==> src/rtl/flit_packer_enc.sv <==
// NIC flit packer: assigns per-packet sequence numbers, optionally XOR-encrypts, checks framing and buffers flits.
// Latency 1 cycle into an empty FIFO; in_ready drops only when the FIFO is full (no pass-through).
module flit_packer_enc #(
    parameter int PAYLOAD_W   = 32,
    parameter int FLIT_TYPE_W = 2,
    parameter int SN_W        = 5,
    parameter int XY_W        = 4,
    parameter int FIFO_DEPTH  = 4
) (
    input  logic                                          clk,
    input  logic                                          rst,
    input  logic                                          in_valid,
    output logic                                          in_ready,
    input  logic [PAYLOAD_W-1:0]                          payload,
    input  logic [FLIT_TYPE_W-1:0]                        flit_type,
    input  logic [2*XY_W-1:0]                             dest,
    input  logic [2*XY_W-1:0]                             src,
    input  logic                                          enc_en,
    input  logic                                          key_load,
    input  logic [PAYLOAD_W+SN_W+FLIT_TYPE_W-1:0]         key_in,
    output logic [PAYLOAD_W+SN_W+FLIT_TYPE_W+4*XY_W-1:0]  out_flit,
    output logic                                          out_valid,
    input  logic                                          out_ready,
    output logic [$clog2(FIFO_DEPTH):0]                   fifo_count,
    output logic                                          err_seq,
    input  logic                                          err_clr
);
    localparam int E      = PAYLOAD_W + SN_W + FLIT_TYPE_W;
    localparam int FLIT_W = E + 4 * XY_W;
    localparam int AW     = $clog2(FIFO_DEPTH);
    localparam int CW     = AW + 1;
    localparam logic [CW-1:0] DEPTH_C = CW'(FIFO_DEPTH);
    localparam logic [31:0]   E_U     = 32'(E);
    localparam logic [1:0] T_HEAD   = 2'b00;
    localparam logic [1:0] T_TAIL   = 2'b10;
    localparam logic [1:0] T_SINGLE = 2'b11;

    typedef enum logic {IDLE, IN_PKT} state_t;

    state_t            r_state, w_state_nxt;
    logic [SN_W-1:0]   r_sn, w_sn;
    logic [E-1:0]      r_key;
    logic              r_err;
    logic              w_acc, w_push, w_pop, w_err;
    logic [1:0]        w_type;

    logic [FLIT_W-1:0] r_mem [FIFO_DEPTH];
    logic [AW-1:0]     r_wptr, r_rptr;
    logic [CW-1:0]     r_count;

    logic [E-1:0]      w_plain, w_ks, w_enc;
    logic [2*E-1:0]    w_dbl;
    logic [31:0]       w_rot;

    assign w_type     = flit_type[1:0];
    assign in_ready   = (r_count != DEPTH_C);
    assign w_acc      = in_valid && in_ready;
    assign w_pop      = (r_count != '0) && out_ready;
    assign out_valid  = (r_count != '0);
    assign out_flit   = r_mem[r_rptr];
    assign fifo_count = r_count;
    assign err_seq    = r_err;

    // Misframed BODY/TAIL is consumed but dropped; misframed HEAD/SINGLE is kept and restarts numbering.
    always_comb begin
        w_state_nxt = r_state;
        w_sn        = r_sn;
        w_push      = 1'b0;
        w_err       = 1'b0;
        if (w_acc) begin
            case (w_type)
                T_HEAD, T_SINGLE: begin
                    w_err       = (r_state == IN_PKT);
                    w_sn        = '0;
                    w_push      = 1'b1;
                    w_state_nxt = (w_type == T_HEAD) ? IN_PKT : IDLE;
                end
                default: begin
                    if (r_state == IDLE) begin
                        w_err = 1'b1;
                    end else begin
                        w_sn   = r_sn + 1'b1;
                        w_push = 1'b1;
                        if (w_type == T_TAIL) w_state_nxt = IDLE;
                    end
                end
            endcase
        end
    end

    // Rotate-left of the key by (SN mod E): upper half of the doubled key shifted left.
    assign w_plain = {payload, w_sn, flit_type};
    assign w_rot   = 32'(w_sn) % E_U;
    assign w_dbl   = {r_key, r_key} << w_rot;
    assign w_ks    = w_dbl[2*E-1:E];
    assign w_enc   = enc_en ? (w_plain ^ w_ks) : w_plain;

    always_ff @(posedge clk) begin
        if (rst) begin
            r_state <= IDLE;
            r_sn    <= '0;
            r_key   <= '0;
            r_err   <= 1'b0;
            r_wptr  <= '0;
            r_rptr  <= '0;
            r_count <= '0;
        end else begin
            r_state <= w_state_nxt;
            r_sn    <= w_sn;
            if (key_load) r_key <= key_in;
            if (w_err) begin
                r_err <= 1'b1;
            end else if (err_clr) begin
                r_err <= 1'b0;
            end
            if (w_push) r_wptr <= r_wptr + 1'b1;
            if (w_pop)  r_rptr <= r_rptr + 1'b1;
            case ({w_push, w_pop})
                2'b10:   r_count <= r_count + 1'b1;
                2'b01:   r_count <= r_count - 1'b1;
                default: r_count <= r_count;
            endcase
        end
    end

    always_ff @(posedge clk) begin
        if (!rst && w_push) r_mem[r_wptr] <= {w_enc, dest, src};
    end

endmodule

==> config.mk <==
export PLATFORM = sky130hd
export DESIGN_NAME = flit_packer_enc
export DESIGN_NICKNAME = d
export VERILOG_FILES = /design/src/rtl/flit_packer_enc.sv
export SDC_FILE = /design/constraint.sdc
export NUM_CORES = 1
export LEC_CHECK = 0
export BUFFER_PORTS_ARGS = -buffer_cell sky130_fd_sc_hd__buf_2
export CAP_MARGIN = 20
export CORE_MARGIN = 2
export CORE_UTILIZATION = 35
export DETAILED_ROUTE_END_ITERATION = 12
export SYNTH_ARGS = -nofsm -noshare
export SYNTH_HDL_FRONTEND = slang
export SYNTH_SLANG_ARGS = --single-unit
==> constraint.sdc <==
create_clock -name clk -period 3.4 [get_ports clk]
set_input_delay 0 -clock clk [delete_from_list [all_inputs] [get_ports clk]]
set_output_delay 0 -clock clk [all_outputs]
set_load 0.05 [all_outputs]
# Yosys cells after proc, flatten, opt, wreduce, memory -nomap -nowiden
# Memory sizes are Yosys's and may differ from the RTL's. A register that Yosys moved wholly into a read port is not among the register bits.
# Index checks and enable logic that the tools add are counted.
classes:
  addsub: 5
  div: 1
  n_eq_ne: 5
  shift: 1
  muxes: 21
  n_bitwise: 1
  n_reduce_logical: 9
ops:
  columns: ["cell", "count"]
  rows:
  - ["left shift 78 x 32 -> 78 bit", 1]
  - ["two-way mux 39 bit", 1]
  - ["XOR 39 bit", 1]
  - ["modulo 5 x 6 -> 32 bit, second input constant", 1]
  - ["two-way mux 5 bit", 3]
  - ["two-way mux 1 bit", 14]
  - ["== test 2 bit, second input constant", 3]
  - ["one-hot mux 3 bit (2 select lines)", 1]
  - ["adder 5 x 1 -> 5 bit, second input constant", 1]
  - ["adder 2 x 1 -> 2 bit, second input constant", 2]
  - ["two-way mux 2 bit", 2]
  - ["nonzero test 2 bit", 2]
  - ["adder 3 x 1 -> 3 bit, second input constant", 1]
  - ["logical AND 1 bit", 3]
  - ["!= test 3 bit, second input constant", 1]
  - ["nonzero test 3 bit", 1]
  - ["subtractor 3 x 1 -> 3 bit, second input constant", 1]
  - ["== test 2 x 1 -> 1 bit, second input constant", 1]
  - ["zero test 2 bit", 1]
  - ["OR reduction 2 bit", 1]
  - ["zero test 1 bit", 1]
word_totals:
  regBits: 53
  ram_bits: 220
  inputBits: 96
  output_inout_bits: 61
  word_cells: 51
  memories: 1
mem_list:
  columns: ["name", "words", "width", "read_ports", "rd_ports_with_merged_regs", "wr", "line_no", "text"]
  rows:
  - ["r_mem", 4, 55, 1, 1, 1, "47", "logic [FLIT_W-1:0] r_mem [FIFO_DEPTH];"]

# Longest topological paths before layout
logic_depth:
  depth_word: 8
  ltp_mapped: 14
  ltp_nobuf: 11

# Worst setup path after synthesis
# Ideal clock, no wire load.
synth_path:
  path_type: "register to register"
  start: "reg r_count[0], in the netlist fifo_count[0]"
  end: "mem r_mem[0][0] in the netlist's numbering, enable pin"
  setup_ns: 0.419
  t_arrival_ns: 3.078
  t_required_ns: 2.981
  slack_ns: -0.097
  path_stages_with_launch: 10
  n_path_buf: 2
  period_less_slack_ns: 3.497
  cell_sequence: "dfxtp_1 > nor3b_4 > inv_2 > buf_6 > buf_6 > nand2_1 > nor2_1 > inv_1 > nor2_1 > and2_1"
synth_via:
  elab_chain_len: 6
synth_rtl:
  columns: ["item", "line_no", "text"]
  rows:
  - ["from (decl)", "49", "logic [CW-1:0] r_count;"]
  - ["from (signal assigned)", "119", "2'b10: r_count <= r_count + 1'b1;"]
  - ["from (signal assigned)", "120", "2'b01: r_count <= r_count - 1'b1;"]
  - ["from (signal assigned)", "121", "default: r_count <= r_count;"]
  - ["!= test 3 bit", "56", "assign in_ready = (r_count != DEPTH_C);"]
  - ["logical AND 1 bit", "57", "assign w_acc = in_valid && in_ready;"]
  - ["two-way mux 1 bit", "70", "if (w_acc) begin"]
  - ["logical AND 1 bit", "127", "if (!rst && w_push) r_mem[r_wptr] <= {w_enc, dest, src};"]
  - ["two-way mux 1 bit", "127", null]
  - ["two-way mux 1 bit (implied by the code)", "127", null]
  - ["to (decl)", "47", null]
# Every way passes these cells.

# Final worst setup path
layout_path:
  start: "reg r_sn[1]"
  end: "mem r_mem[1][17] in the netlist's numbering, data pin"
layout_via:
  elab_chain_len: 8
layout_rtl:
  columns: ["item", "line_no", "text"]
  rows:
  - ["from (decl)", "41", "logic [SN_W-1:0] r_sn, w_sn;"]
  - ["from (signal assigned)", "109", "r_sn <= w_sn;"]
  - ["adder 5 x 1 -> 5 bit", "82", "w_sn = r_sn + 1'b1;"]
  - ["two-way mux 5 bit", "79", "if (r_state == IDLE) begin"]
  - ["two-way mux 5 bit", "71", "case (w_type)"]
  - ["two-way mux 5 bit *", "70", null]
  - ["modulo 5 x 6 -> 32 bit *", "93", "assign w_rot = 32'(w_sn) % E_U;"]
  - ["left shift 78 x 32 -> 78 bit *", "94", "assign w_dbl = {r_key, r_key} << w_rot;"]
  - ["XOR 39 bit *", "96", "assign w_enc = enc_en ? (w_plain ^ w_ks) : w_plain;"]
  - ["two-way mux 39 bit *", "96", null]
  - ["net w_enc[1]", "51", "logic [E-1:0] w_plain, w_ks, w_enc;"]
# Mark *: on every way through the listed nets, which the timed path passes. The rest lies on a longest branch.

==> impl_results.md <==
* Run status: complete, no violations
* Register area at slightly below 8000 µm²
* Layout cells sized above 1 at 33.1%
* Drc violations at 0
* Worst path max stage delay at approximately 400 ps
* GR Util met3 at 3.06%
* Final Critical Period at approximately 3300 ps
* Final hold vios at 0
* Clk pin slew, worst setup/hold paths at 60 ps
* Critical path's top delay family: compound AO/OA/AOI/OAI gates
* CTS max path bufs at 3
* N_diodes at 0
* Period utilization at slightly below 100%
* P per Cell Area at ~530 nW/µm²
* Fmax at approximately 300 MHz
* Starting DRT DRC Count at 851
* Pre-antenna DRT Iters at 5
* Fillers at 3,673
* CP arrival at 3590 ps
* Total track usage at about a fifth
* CP Data Required Time at around 3700 ps
* Global Route met2 Usage at about a third
* Synthesized cell area at between 10,000 and 15,000 µm²
* Largest net degree at the start of global routing at about 60
* Die W at approximately 210 µm
* Initial antenna violation count at 0
* Worst-Skew Late Latency at around 590 ps
* Root buffer cell: clkbuf_16
* Die H at 207 µm
* Least-Margin Pin Slew at 869 ps
* Most frequent cells in the layout: edfxtp_1 (220), buf_2 (156), buf_4 (138)
* Fin nets at around 1,600
* Max IR drop VDD at a little under 0.0004 V
* Clk pwr share at between 30% and 40%
* Mapped Avg Cell Area at around 13 µm²
* Sw power at approximately 0.0033 W
* Area added between synthesis and finish at 30.0%
* FF+latch count, synth at between 200 and 300
* Most common cell after layout, fill and taps aside: edfxtp_1
* Slew headroom at 42.1%
* Worst path buffer plus inverter count at 1
* Global route overflow at 0
* CP Class: register to register
* Initial Util at about 35%
* H-tree Lvls at 1
* Logic pwr share at approximately 29%
* CTS Sinks at ~280
* Multi-input combinational cell area at 6410 µm²
* Post-synthesis sequential area ratio at 53.2%
* Worst-path maximum fanout at 60
* Vias in the first global route at roughly 11,000
* Maxcap violations at 0
* Slowest cell on the critical path: a211oi_2
* WL/cell at roughly 22 µm
* Core region area at 40,800 µm²
* Hpwl dp at 31.6 mm
* RSZ-0062 raised after global routing: yes
* # port buffers at 156
* Final ANT Viol Nets at 0
* Synth Flop Type: edfxtp_1
* Total power at a little under 0.01 W
* FP Rows at between 70 and 80
* Setup violators final at 0
* Static leakage at slightly below 7 nW
* Post-Route WL at about 44 mm
* Routability cong. at 0.928
* Flop-to-flop setup slack at approximately 110 ps
* FFs w/ async S/R, synth at 0%
* Worst setup SP type: register
* Worst clock skew at roughly 22 ps
* CP cell instances: ha_1 -> and4_1 -> buf_12 -> a21boi_0 -> a211oi_2 -> mux2i_1 -> o211a_1 -> o221a_1 -> a32oi_1 -> xnor2_1
* Cells after Synth at approximately 1,100
* Slew Limit Fails at 0
* Post-synth EDFFs at 220
* Sequential share of power at 39.9%
* First-pass GRT wire length at 66.8 mm
* Post-synthesis net count at between 1,000 and 1,500
* Sw Ratio at 33.4%
* Netlist cell types at between 80 and 90
* Min-delay worst type: primary input to register
* Hold_ws at roughly 29 ps
* Internal power at 0.00662 W
* CP endpoint kind: register
* Die area at 43,000 µm²
* GR Util met1 at 27.1%
* Num CTS Buffers at 30
* Io pins at around 160
* Synth Warn # at 0
* Busiest grt layer: met2
* Via density at about 5.4
* DR vias at 11,000
* CTS tree: yes
worst reg2reg max path, cell delays in order, from the launching register on:
cell and delay (ps):
dfxtp_1 330, ha_1 290, and4_1 240, buf_12 230, a21boi_0 190, a211oi_2 400, mux2i_1 220, o211a_1 280
o221a_1 310, a32oi_1 330, xnor2_1 190
sequential cells by signal (all words and copies together) (netlist names), named ones only:
name and cells:
r_key 39, r_rptr 2, r_wptr 2, fifo_count 3, r_mem 220, err_seq 1
r_sn 5, r_state 1
Yosys cell counts (8+ instances only):
cell type | count | area, µm²
mux2_2 | 12 | 135
edfxtp_1 | 220 | 6610
buf_1 | 10 | 37.5
clkbuf_1 | 43 | 161
inv_1 | 14 | 52.6
ha_1 | 9 | 113
mux2i_1 | 87 | 871
o21ai_0 | 26 | 130
o22ai_1 | 12 | 75.1
a211oi_2 | 9 | 113
mux4_2 | 59 | 1330
nand3_1 | 38 | 190
and2_1 | 14 | 87.6
nand4_1 | 16 | 100
nor2_1 | 69 | 259
a21boi_0 | 29 | 218
buf_2 | 24 | 120
xnor2_1 | 33 | 289
a211oi_1 | 29 | 218
and3_1 | 33 | 206
nand2_1 | 74 | 278
a22o_1 | 8 | 70.1
a31oi_1 | 38 | 238
a22oi_1 | 19 | 143
buf_6 | 10 | 113
a32oi_1 | 11 | 96.3
dfxtp_1 | 55 | 1100
a21oi_1 | 18 | 90.1
xor2_1 | 8 | 70.1
power by group through the flow:
stage	Sequential (W)	Clock, W	Combinational (W)
4_1_cts	0.00397	0.00319	0.00289
5_1_grt	0.00399	0.00331	0.00303
3_3_place_gp	0.00404	0	0.00278
3_5_place_dp	0.00405	0	0.00279
6_report	0.00397	0.00310	0.00288
2_1_floorplan	0.00397	0	0.00207
kinds of logic after synthesis:
group	synth area share [%]
AO/OA/AOI/OAI	14.1
AND/OR/NAND/NOR	9.30
adder cells (fa/ha/maj)	0.916
buffers and inverters	3.68
multiplexers	16.2
XOR/XNOR	2.48
flip-flops	53.2
what timing repair did:
action / 4_1_cts / 5_1_grt
pin swaps: 0 / 4
resized for setup: 4 / 33
setup endpoints to repair: 24 / 136
endpoints found under the hold margin: 250 / 12
setup buffers: 0 / 1
hold buffers: 94 / 1
per-layer routing:
layer | vias to the layer above | wire length (µm)
met1 | 5414 | 19700
met5 | - | 0
met3 | 66 | 2350
met4 | 0 | 1120
li1 | 5139 | -
met2 | 343 | 21100
cell type report:
| class | instances | share of cell area [%] |
|---|---|---|
| clock inverters | 19 | 0.924 |
| flip-flops and latches | 275 | 41.0 |
| well taps | 532 | 3.54 |
| repair buffers | 402 | 16.1 |
| multi-input cells | 746 | 34.1 |
| clock buffers | 36 | 4.11 |
| inverters | 15 | 0.299 |
path summary, 6_finish.rpt:
| kind | from | endpoint | depth (start not counted) |
|---|---|---|---|
| worst max register to register | r_sn[1] | r_mem[1][17] | 10 |
| worst min register to register | err_seq | err_seq | 2 |
| worst max-delay path | r_sn[1] | r_mem[1][17] | 10 |
| worst min-delay path | rst | err_seq | 3 |
per-stage QoR:
step                utilization [%]  setup TNS (ps)  cells  setup slack [ps]  cell area (µm²)
CTS                            45.6               0   2022              7.79            18600
floorplan                         -               0   1129               293            14500
finish                         46.1               0   2025               109            18800
global placement               41.0           -1990   1873              -135            16700
global route                   46.1          -0.586   2025            -0.297            18800
detailed placement             41.0           -2110   1873              -131            16700
No activity file was read; power rests on OpenSTA's default activity.
